## config.mk

```make
export PLATFORM = sky130hd
export DESIGN_NAME = pred_issue_ctrl
export DESIGN_NICKNAME = d
export VERILOG_FILES = /design/src/rtl/pred_issue_ctrl.sv
export SDC_FILE = /design/constraint.sdc
export NUM_CORES = 1
export LEC_CHECK = 0
export ABC_AREA = 1
export CAP_MARGIN = 20
export CORE_MARGIN = 10
export CORE_UTILIZATION = 50
export DETAILED_ROUTE_END_ITERATION = 12
export GPL_TIMING_DRIVEN = 1
export PLACE_DENSITY = 0.82
export REMOVE_ABC_BUFFERS = 1
export SYNTH_ARGS = -nofsm -noshare
export SYNTH_HDL_FRONTEND = slang
export SYNTH_SLANG_ARGS = --single-unit
```

## constraint.sdc

```tcl
create_clock -name clk -period 2.4 [get_ports clk]
set_input_delay 0.48 -clock clk [delete_from_list [all_inputs] [get_ports clk]]
set_output_delay 0.48 -clock clk [all_outputs]
set_load 0.02 [all_outputs]
```

## src/rtl/pred_issue_ctrl.sv

```systemverilog
// Purpose: one-entry issue register that releases an instruction only once its predicate register (instr[31:28]) has no outstanding writes.
// Latency: 1 cycle from accept to out_valid with no hazard; 1 instruction/cycle sustained.
// Backpressure: in_ready drops while the held instruction is stalled or out_ready is low; out_instr holds steady until accepted.
//
// Ports:
//   clk, rst_n            clock, asynchronous active-low reset
//   in_valid/in_ready/in_instr     fetch side handshake
//   out_valid/out_ready/out_instr  predicate-step side handshake
//   iss_dst_en, iss_dst   destination of the instruction currently offered on out_instr
//   wb_en, wb_addr        register writeback retiring one outstanding write
//   flush                 drop the held instruction (scoreboard keeps counting)
//   hazard_stall          held instruction blocked by the scoreboard
//   stall_cnt             saturating count of hazard_stall cycles
//   sb_err                sticky: writeback to a register with no outstanding write
//
// Build option: define PRED_BYPASS_EN to release the instruction in the same
// cycle as the final writeback to its predicate register (needs a write-first
// register file read port).

module pred_issue_ctrl #(
   parameter int CNT_W = 2
) (
   input  logic        clk,
   input  logic        rst_n,
   input  logic        in_valid,
   input  logic [31:0] in_instr,
   output logic        in_ready,
   output logic        out_valid,
   output logic [31:0] out_instr,
   input  logic        out_ready,
   input  logic        iss_dst_en,
   input  logic [3:0]  iss_dst,
   input  logic        wb_en,
   input  logic [3:0]  wb_addr,
   input  logic        flush,
   output logic        hazard_stall,
   output logic [15:0] stall_cnt,
   output logic        sb_err
);

   localparam logic [CNT_W-1:0] CNT_MAX = {CNT_W{1'b1}};
   localparam logic [CNT_W-1:0] CNT_ONE = CNT_W'(1);

   logic             hold_valid;
   logic [31:0]      hold_instr;
   // Entry 0 is only ever reset, so it reads as a constant zero and register 0
   // can never look pending.
   logic [CNT_W-1:0] cnt [16];

   logic [3:0]       pred_addr;
   logic             pred_pend;
   logic             raw_haz;
   logic             full_haz;
   logic             hazard;
   logic             issue;
   logic             accept;
   logic             wb_bad;
   logic [15:0]      inc_vec;
   logic [15:0]      dec_vec;

   assign pred_addr = hold_instr[31:28];
   assign pred_pend = (pred_addr != 4'd0) && (cnt[pred_addr] != '0);

`ifdef PRED_BYPASS_EN
   // The last outstanding write lands this cycle; a write-first read port
   // already returns the final value, so the hazard is lifted early.
   assign raw_haz = pred_pend &&
                    !((cnt[pred_addr] == CNT_ONE) && wb_en && (wb_addr == pred_addr));
`else
   assign raw_haz = pred_pend;
`endif

   // Structural stall: one more issue to a saturated counter would wrap it.
   assign full_haz = iss_dst_en && (iss_dst != 4'd0) && (cnt[iss_dst] == CNT_MAX);

   assign hazard       = hold_valid && (raw_haz || full_haz);
   assign out_valid    = hold_valid && !hazard && !flush;
   assign hazard_stall = hazard && !flush;
   assign issue        = out_valid && out_ready;
   assign in_ready     = !flush && (!hold_valid || issue);
   assign accept       = in_valid && in_ready;
   assign out_instr    = hold_instr;

   assign wb_bad = wb_en && (wb_addr != 4'd0) && (cnt[wb_addr] == '0);

   always_comb begin
      inc_vec = '0;
      dec_vec = '0;
      for (int r = 1; r < 16; r++) begin
         inc_vec[r] = issue && iss_dst_en && (iss_dst == 4'(r));
         dec_vec[r] = wb_en && (wb_addr == 4'(r)) && (cnt[r] != '0);
      end
   end

   // Holding register
   always_ff @(posedge clk or negedge rst_n) begin
      if (!rst_n) begin
         hold_valid <= 1'b0;
         hold_instr <= 32'h0000_0000;
      end else if (flush) begin
         hold_valid <= 1'b0;
      end else if (accept) begin
         hold_valid <= 1'b1;
         hold_instr <= in_instr;
      end else if (issue) begin
         hold_valid <= 1'b0;
      end
   end

   // Scoreboard: an issue and a writeback to the same register cancel out.
   always_ff @(posedge clk or negedge rst_n) begin
      if (!rst_n) begin
         for (int r = 0; r < 16; r++) begin
            cnt[r] <= '0;
         end
      end else begin
         for (int r = 1; r < 16; r++) begin
            if (inc_vec[r] && !dec_vec[r]) begin
               cnt[r] <= cnt[r] + CNT_ONE;
            end else if (dec_vec[r] && !inc_vec[r]) begin
               cnt[r] <= cnt[r] - CNT_ONE;
            end
         end
      end
   end

   // Status
   always_ff @(posedge clk or negedge rst_n) begin
      if (!rst_n) begin
         stall_cnt <= 16'h0000;
         sb_err    <= 1'b0;
      end else begin
         if (hazard_stall && (stall_cnt != 16'hFFFF)) begin
            stall_cnt <= stall_cnt + 16'h0001;
         end
         if (wb_bad) begin
            sb_err <= 1'b1;
         end
      end
   end

endmodule
```

# ---- After elaboration in Yosys (flattened, before gate mapping)
# Cells that the tools add are included.
# W data, S select, Z words.
dict set report totals {
  output_inout_bits 52
  regBits 80
  word_cells 292
  input_bits 47
}
dict set report classes {
  n_addsub 31
  eq_ne 32
  n_mux 42
  n_bitwise 4
  reduce_logical 161
  order_cmp 3
}
# operator count
set ops {}
lappend ops {{$logic_and A1 B1 Y1} 89}
lappend ops {{$mux W2} 36}
lappend ops {{$eq A4 B4 Y1 const B} 16}
lappend ops {{$reduce_bool A2 Y1} 31}
lappend ops {{$logic_not A1 Y1} 33}
lappend ops {{$eq A4 B3 Y1 const B} 8}
lappend ops {{$add A2 B1 Y2 const B} 15}
lappend ops {{$sub A2 B1 Y2 const B} 15}
lappend ops {{$bmux W2 S4} 3}
lappend ops {{$add A16 B1 Y16 const B} 1}
lappend ops {{$eq A4 B2 Y1 const B} 4}
lappend ops {{$ne A16 B16 Y1 const B} 1}
lappend ops {{$ge A5 B5 Y1 const B} 3}
lappend ops {{$not A4 Y5} 3}
lappend ops {{$reduce_bool A4 Y1} 3}
lappend ops {{$eq A4 B1 Y1 const B} 2}
lappend ops {{$mux W1} 3}
lappend ops {{$reduce_bool A3 Y1} 1}
lappend ops {{$eq A2 B2 Y1 const B} 1}
lappend ops {{$logic_not A2 Y1} 1}
lappend ops {{$logic_or A1 B1 Y1} 2}
lappend ops {{$reduce_and A2 Y1} 1}
lappend ops {{$not A1 Y1} 1}

# ---- Logic depth before layout (Yosys ltp)
# Gate-level depths: netlist of the first run.
dict set report logic_depth {
  word_depth 18
  depth_mapped 18
  ltp_nobuf 18
}

# ---- Worst setup path before layout of the first run
# OpenSTA, ideal clock, no wires.
dict set report synth_timing {
  path_type {reg2reg}
  from {register hold_instr[29] (netlist: out_instr[29])}
  to {register cnt[11] (netlist bit)}
  period_less_slack_ns 2.300
  required_time_ns 2.269
  path_buffers 1
  arrival_ns 2.169
  path_stages_with_launch 16
  setup_ns 0.131
  slack_ns 0.100
  cell_sequence {dfrtp_1 > buf_2 > nor2_1 > o21ai_0 > o211ai_1 > nor2_1 > nor2_1 > nand2_2 > nand4_2 > inv_1 > nand3_1 > nor2_1 > ha_1 > a21oi_1 > o21ai_0 > xor2_1}
}
dict set report synth_via {
  elab_chain_len 17
  elab_cells_between_ends 20
  cone_classes {mux (4); bitwise (1); reduce/logical (15)}
}
# item line_no
set synth_rtl {}
lappend synth_rtl {{start, declared} 45} ;# logic [31:0] hold_instr;
lappend synth_rtl {{start signal, assigned} 104} ;# hold_instr <= in_instr;
lappend synth_rtl {{$not A4 Y5 (implied by the code)} 62} ;# assign pred_pend = (pred_addr != 4'd0) && (cnt[pred_addr] != '0);
lappend synth_rtl {{$bmux W2 S4} 62}
lappend synth_rtl {{$mux W2 (implied by the code) (2 in series)} 62}
lappend synth_rtl {{$reduce_bool A2 Y1} 62}
lappend synth_rtl {{$logic_and A1 B1 Y1 (*)} 62}
lappend synth_rtl {{$logic_or A1 B1 Y1 (*)} 76} ;# assign hazard = hold_valid && (raw_haz || full_haz);
lappend synth_rtl {{$logic_and A1 B1 Y1 (*)} 76}
lappend synth_rtl {{$logic_not A1 Y1 (*)} 77} ;# assign out_valid = hold_valid && !hazard && !flush;
lappend synth_rtl {{$logic_and A1 B1 Y1 (*) (2 in series)} 77}
lappend synth_rtl {{$logic_and A1 B1 Y1 (*)} 79} ;# assign issue = out_valid && out_ready;
lappend synth_rtl {{$logic_and A1 B1 Y1 (*) (2 in series)} 90} ;# inc_vec[r] = issue && iss_dst_en && (iss_dst == 4'(r));
lappend synth_rtl {{$logic_not A1 Y1} 120} ;# end else if (dec_vec[r] && !inc_vec[r]) begin
lappend synth_rtl {{$logic_and A1 B1 Y1} 120}
lappend synth_rtl {{$reduce_bool A2 Y1 (no source line)} n/a}
lappend synth_rtl {{end signal, assigned by index} 119} ;# cnt[r] <= cnt[r] + CNT_ONE;
lappend synth_rtl {{end signal, assigned by index} 121} ;# cnt[r] <= cnt[r] - CNT_ONE;
lappend synth_rtl {{end, declared} 48} ;# logic [CNT_W-1:0] cnt [16];
# Mark *: on every way between the ends. The rest lies on a longest branch, timed or not. The select of a mux whose other input is x is not followed.
# A chain may end at the register's enable or synchronous reset.

# ---- Final worst setup path of the first run
dict set report layout_timing {
  from {register hold_instr[31] (netlist: out_instr[31])}
  to {register cnt[13] (netlist bit)}
}
# Same word-level chain as after synthesis.

==> impl_metrics.py, run 1 <==
metrics = {
    "floorplan": {
        "ios": 99,
        "die-area_um2": 13700,
        "rows": 35,
        "die_w_um": 117,
        "initial_core_util": 0.513,
        "fp.dieH_um": 117,
        "core_region_area_um2": 9200,
    },
    "run_status": {
        "violations": "setup timing",
        "status": "finished, violations left",
    },
    "final_layout": {
        "area_growth_pct": 46.9,
        "instances_no_fill": 905,
        "num-fill-cells": 671,
        "stdcell_area_um2": 6930,
        "nets": 852,
        "final_layout_size_suffix_gt1_frac": 0.203,
        "antenna_cells": 0,
    },
    "place": {
        "place_congestion": 0.988,
        "port_buffers": 98,
        "place_inst": 881,
        "place_area_um2": 6290,
        "post-dp-hpwl_mm": 11.3,
    },
    "global_routing": {
        "grt_max_degree": 81,
        "track_usage": 0.226,
        "antenna_found_initial": 0,
        "grt_pass1_wl_mm": 24.5,
        "grt_pass1_vias": 4907,
        "grt_overflow_total": 0,
    },
    "yosys": {
        "synth_most_common_cell": "nand2_1",
        "ys.flop_type": "dfrtp_1",
        "synth_area_um2": 4720,
        "synth.area.top_cells": "dfrtp_1, nand2_1, nand4_1, nor2_1, xnor2_1",
        "synth_common_cells": "nand2_1, dfrtp_1, nor2_1, inv_1, nand4_1",
        "synth_edf_count": 0,
        "synth.top_cell.area_share": 0.424,
        "yosysSeqAreaShare": 0.424,
        "synth_area_per_cell_um2": 7.55,
        "syn_inst": 625,
        "ys_seq_elements": 80,
        "synth_area_leader_cell": "dfrtp_1",
        "synth_cell_types": 31,
        "async_reset_ff_frac": 1.00,
        "yosysWarnings": 2,
    },
    "clock_network": {
        "cts_buffers": 9,
        "clock_sinks": 80,
        "insertion_delay_ns": 0.36,
        "cts.clk_slew.worst_paths_ns": 0.09,
        "root_buffer": "clkbuf_8",
        "hold_buffers": 0,
        "cts_tree": "done",
        "htree_num_levels": 3,
        "cts_buffer_depth": 2,
    },
    "power": {
        "powerDensity_nw_per_um2": 813,
        "max-vdd-ir-drop_v": 0.000623,
        "leakagePower_uw": 0.00324,
    },
    "setup_path": {
        "crit_path_start_kind": "flop",
        "r2r_start": "out_instr[31]",
        "critPathBufInv": 2,
        "cp.arrival_ns": 2.70,
        "cp-startpoint": "out_instr[31]",
        "cp_slowest_cell": "dfrtp_1",
        "crit_required_ns": 2.66,
        "crit_path_max_incr_delay_ns": 0.41,
        "cpMostUsedCell": "nand2_1",
        "crit_chain": "inv_1 > o31ai_1 > nand2_1 > nand2_1 > nand2_2 > nand2_4 > nand4_4 > clkinv_4 > nand4_1 > nor2_1 > ha_1 > a21oi_2 > o21ai_1 > xnor2_1",
        "crit_fanout": 4,
        "cp-end-kind": "flop",
        "crit_family": "simple AND/OR/NAND/NOR gates",
        "worst-setup-path-type": "flop to flop",
    },
    "sta": {
        "rsz0062_at_grt": "true",
        "max_freq_mhz": 409,
        "period_needed_ns": 2.45,
        "finalHoldViolCount": 0,
        "setup_viol": 7,
        "tightest_slew_ns": 0.514,
        "fin_skew_ns": 0.0121,
        "slew_headroom": 0.653,
        "fin_ws_ns": -0.0460,
        "drv_slew": 0,
        "timing.final.crit_share": 1.02,
        "finalSetupTns_ns": -0.202,
    },
    "drt": {
        "num_vias": 4957,
        "viasPerCell": 5.48,
        "postRouteAntennaNets": 0,
        "drt-wirelength-per-cell_um": 17.1,
        "first_pass_iters": 5,
        "dr.first_iter.drc_count": 415,
        "remaining_drc_errors": 0,
        "routed_wl_mm": 15.5,
    },
    "job": {
        "drv_cap": 0,
    },
    "min_path": {
        "hp-class": "input port to async pin",
    },
}
[worst paths after layout]
check	to	slack [ns]	depth (start not counted)
max	cnt[13]	-0.05	14
min	cnt[1]	0.13	2
max reg2reg	cnt[13]	-0.05	14
min reg2reg	out_instr[22]	0.48	2
max in group asynchronous	out_instr[10]	1.92	2
min in group clk	out_instr[22]	0.48	2
[layer usage]
layer | track usage | vias up | routed length [um]
li1 | - | 2360 | -
met1 | 0.274 | 2342 | 6190
met2 | 0.364 | 231 | 7350
met3 | 0.0877 | 24 | 1730
met4 | 0.0667 | 0 | 254
met5 | 0 | - | 0
[metrics by stage]
step | power (uW) | hold WS, ns | worst slack [ns] | util
after floorplan | 3120 | 0.184 | -0.0261 | -
after global placement | 4200 | 0.453 | -0.885 | 0.684
after detailed placement | 4270 | 0.462 | -0.894 | 0.684
after CTS | 5440 | 0.155 | 0.000334 | 0.719
after global routing | 5980 | 0.174 | -0.266 | 0.754
final | 5640 | 0.133 | -0.0460 | 0.754
[layout by cell type (no fill, tap or decap), types with 17 or more instances in the layout]
master / synthesis / final
nand3_1: 34 / 28
clkdlybuf4s50_1: 0 / 90
inv_1: 58 / 56
nand4_1: 38 / 38
nor2_1: 60 / 44
o21ai_1: 6 / 21
xnor2_1: 25 / 23
a21oi_1: 27 / 18
xor2_1: 17 / 17
dfrtp_1: 80 / 78
buf_4: 2 / 69
nand2_1: 187 / 180
[sequential cells by signal (all words and copies together), names as in the netlist]
register and flops:
out_instr 32, cnt 30, sb_err 1, stall_cnt 16, hold_valid 1
[worst reg2reg max path: cells and delay by family, from the launching register on]
family | cells | cell delay (ns)
flops | 1 | 0.41
simple gates | 7 | 0.88
fa+ha+maj | 1 | 0.28
compound gates | 3 | 0.47
xor+xnor | 1 | 0.12
buf+inv | 2 | 0.19
[logic make-up (layout without fill, tap and decap cells)]
family / after synthesis / after routing / synth area share
AND/OR/NAND/NOR: 340 / 340 / 0.310
buffers and inverters: 83 / 252 / 0.0718
flip-flops: 80 / 80 / 0.424
AO/OA/AOI/OAI: 64 / 64 / 0.0732
XOR/XNOR: 42 / 42 / 0.0779
adder cells (fa/ha/maj): 16 / 16 / 0.0424
[area by class of cell]
| type | instances | area, um^2 | share of cell area |
|---|---|---|---|
| clock buffer | 11 | 131 | 0.0189 |
| clock inverter | 5 | 81.3 | 0.0117 |
| inverter | 62 | 245 | 0.0354 |
| multi-input combinational | 462 | 2700 | 0.390 |
| sequential | 80 | 2000 | 0.289 |
| tap | 111 | 139 | 0.0200 |
| timing repair buffer | 174 | 1630 | 0.235 |
[where the power goes]
| part | leakage (uW) | switching, uW | internal, uW |
|---|---|---|---|
| sequential | 0.000996 | 408 | 1730 |
| combinational | 0.00214 | 1260 | 1120 |
| clock | 0.000104 | 528 | 588 |
[timing repair]
| action | 4_1_cts | 5_1_grt |
|---|---|---|
| pin swaps | 6 | 31 |
| gates cloned | 1 | 0 |
| setup endpoints to repair | 48 | 30 |
| setup buffers | 1 | 6 |
| hold endpoints to repair | 0 | 0 |
| resized for setup | 50 | 83 |
No activity file was read; power rests on OpenSTA's default activity.
==> run 2: changes to the inputs <==
--- a/config.mk
+++ b/config.mk
@@ -7,11 +7,11 @@
 export LEC_CHECK = 0
 export ABC_AREA = 1
 export CAP_MARGIN = 20
-export CORE_MARGIN = 10
-export CORE_UTILIZATION = 50
+export CORE_MARGIN = 5
+export CORE_UTILIZATION = 30
 export DETAILED_ROUTE_END_ITERATION = 12
 export GPL_TIMING_DRIVEN = 1
-export PLACE_DENSITY = 0.82
+export PLACE_DENSITY = 0.56
 export REMOVE_ABC_BUFFERS = 1
 export SYNTH_ARGS = -nofsm -noshare
 export SYNTH_HDL_FRONTEND = slang
==> run 2 against run 1 <==
  * The flow still finishes with violations (setup timing)
  * Hold slack worse by 0.062 ns
  * Wire length fell by 0.50%
  * Clock power rose by 28%
==> impl_metrics.py, run 2 (synthesis results as in run 1) <==
metrics = {
    "final_layout": {
        "area_growth_pct": 57.1,
        "antenna_cells": 0,
        "layout_common_cells": "nand2_1, clkdlybuf4s50_1, buf_4, dfrtp_1, inv_1",
        "nets": 869,
        "largest_register_ffs": 32,
        "utilization": 0.484,
        "final_layout_size_suffix_gt1_frac": 0.237,
        "final_common_cell": "nand2_1",
        "stdcell_area_um2": 7410,
    },
    "drt": {
        "dr.first_iter.drc_count": 295,
        "remaining_drc_errors": 0,
        "first_pass_iters": 5,
        "num_vias": 4884,
        "postRouteAntennaNets": 0,
        "drt-wirelength-per-cell_um": 15.1,
        "viasPerCell": 4.78,
        "routed_wl_mm": 15.4,
    },
    "sta": {
        "rsz0062_at_grt": "true",
        "slew_headroom": 0.688,
        "finalHoldViolCount": 0,
        "setup_viol": 4,
        "tightest_slew_ns": 0.464,
        "drv_slew": 0,
        "finalSetupTns_ns": -0.108,
        "fin_skew_ns": 0.00611,
        "fin_ws_ns": -0.0617,
        "max_freq_mhz": 406,
        "timing.final.crit_share": 1.03,
        "period_needed_ns": 2.46,
    },
    "min_path": {
        "hp-class": "input port to async pin",
    },
    "job": {
        "drv_cap": 0,
    },
    "clock_network": {
        "hold_buffers": 0,
        "cts_buffers": 9,
        "root_buffer": "clkbuf_16",
        "cts_tree": "done",
        "cts.clk_slew.worst_paths_ns": 0.07,
        "cts_buffer_depth": 2,
        "clock_sinks": 80,
        "htree_num_levels": 3,
        "insertion_delay_ns": 0.35,
    },
    "setup_path": {
        "cp-end-kind": "output port",
        "cp.arrival_ns": 1.98,
        "crit_required_ns": 1.92,
        "crit_path_start_kind": "input port",
        "reg2reg_setup_slack_ns": -0.03,
        "worst-setup-path-type": "input port to output port",
        "crit_fanout": 2,
    },
    "floorplan": {
        "die_w_um": 135,
        "core_region_area_um2": 15300,
        "die-area_um2": 18300,
        "rows": 45,
        "initial_core_util": 0.308,
        "ios": 99,
        "fp.dieH_um": 135,
    },
    "global_routing": {
        "grt_overflow_total": 0,
        "grt_pass1_vias": 4911,
        "grt_max_degree": 52,
        "track_usage": 0.170,
        "antenna_found_initial": 0,
        "grt_pass1_wl_mm": 24.8,
    },
    "place": {
        "post-dp-hpwl_mm": 11.5,
        "post-place-ws_ns": -0.887,
        "port_buffers": 98,
        "place_area_um2": 6550,
        "place_congestion": 0.924,
    },
    "power": {
        "leakagePower_uw": 0.00337,
        "powerDensity_nw_per_um2": 809,
        "max-vdd-ir-drop_v": 0.000378,
    },
    "run_status": {
        "violations": "setup timing",
        "status": "finished, violations left",
    },
}
==> run 2: metrics by stage <==
stage / hold slack [ns] / total power (uW) / std cells
after floorplan: 0.184 / 3120 / 604
after global placement: 0.450 / 4320 / 1000
after detailed placement: 0.457 / 4370 / 1000
after CTS: 0.0804 / 5900 / 1019
after global routing: 0.107 / 6380 / 1022
final: 0.0706 / 5990 / 1022
==> run 2: critical path: stages <==
cell and delay [ns]:
clkdlybuf4s50_1 0.52, a21boi_0 0.36, nand3_4 0.14, buf_4 0.17
a21oi_4 0.17, buf_6 0.14
==> run 2: path summary, 6_finish.rpt <==
path / start / endpoint / depth (start not counted)
worst max-delay path: iss_dst_en / hazard_stall / 6
worst min-delay path: rst_n / cnt[3] / 1
worst max register to register: cnt[8] / cnt[5] / 16
worst min register to register: out_instr[1] / out_instr[1] / 2
max in group asynchronous: rst_n / out_instr[28] / 2
min in group clk: out_instr[1] / out_instr[1] / 2
==> run 2: final cells by class <==
cell class / instances / area [um^2]
clock buffers: 11 / 243
clock inverters: 5 / 62.6
fillers: 1509 / 7900
inverters: 62 / 240
multi-input cells: 462 / 2840
flip-flops and latches: 80 / 2000
well taps: 211 / 264
repair buffers: 191 / 1760
==> run 2: where the power goes <==
part           switching, uW  leakage [uW]  internal (uW)
Sequential               375      0.000997           1730
Clock                    586      0.000143            842
Combinational           1260       0.00223           1200
==> run 2: layer usage <==
| metal | global-route usage | wire, um |
|---|---|---|
| met1 | 0.221 | 6910 |
| met4 | 0.0482 | 312 |
| met2 | 0.272 | 7120 |
| met3 | 0.0553 | 1110 |
| met5 | 0 | 0 |
==> run 2: what timing repair did <==
action,in CTS,in global routing
resized for setup,70,74
cloned,2,0
pin swaps,13,27
setup buffers,1,3
endpoints found under the setup margin,37,33
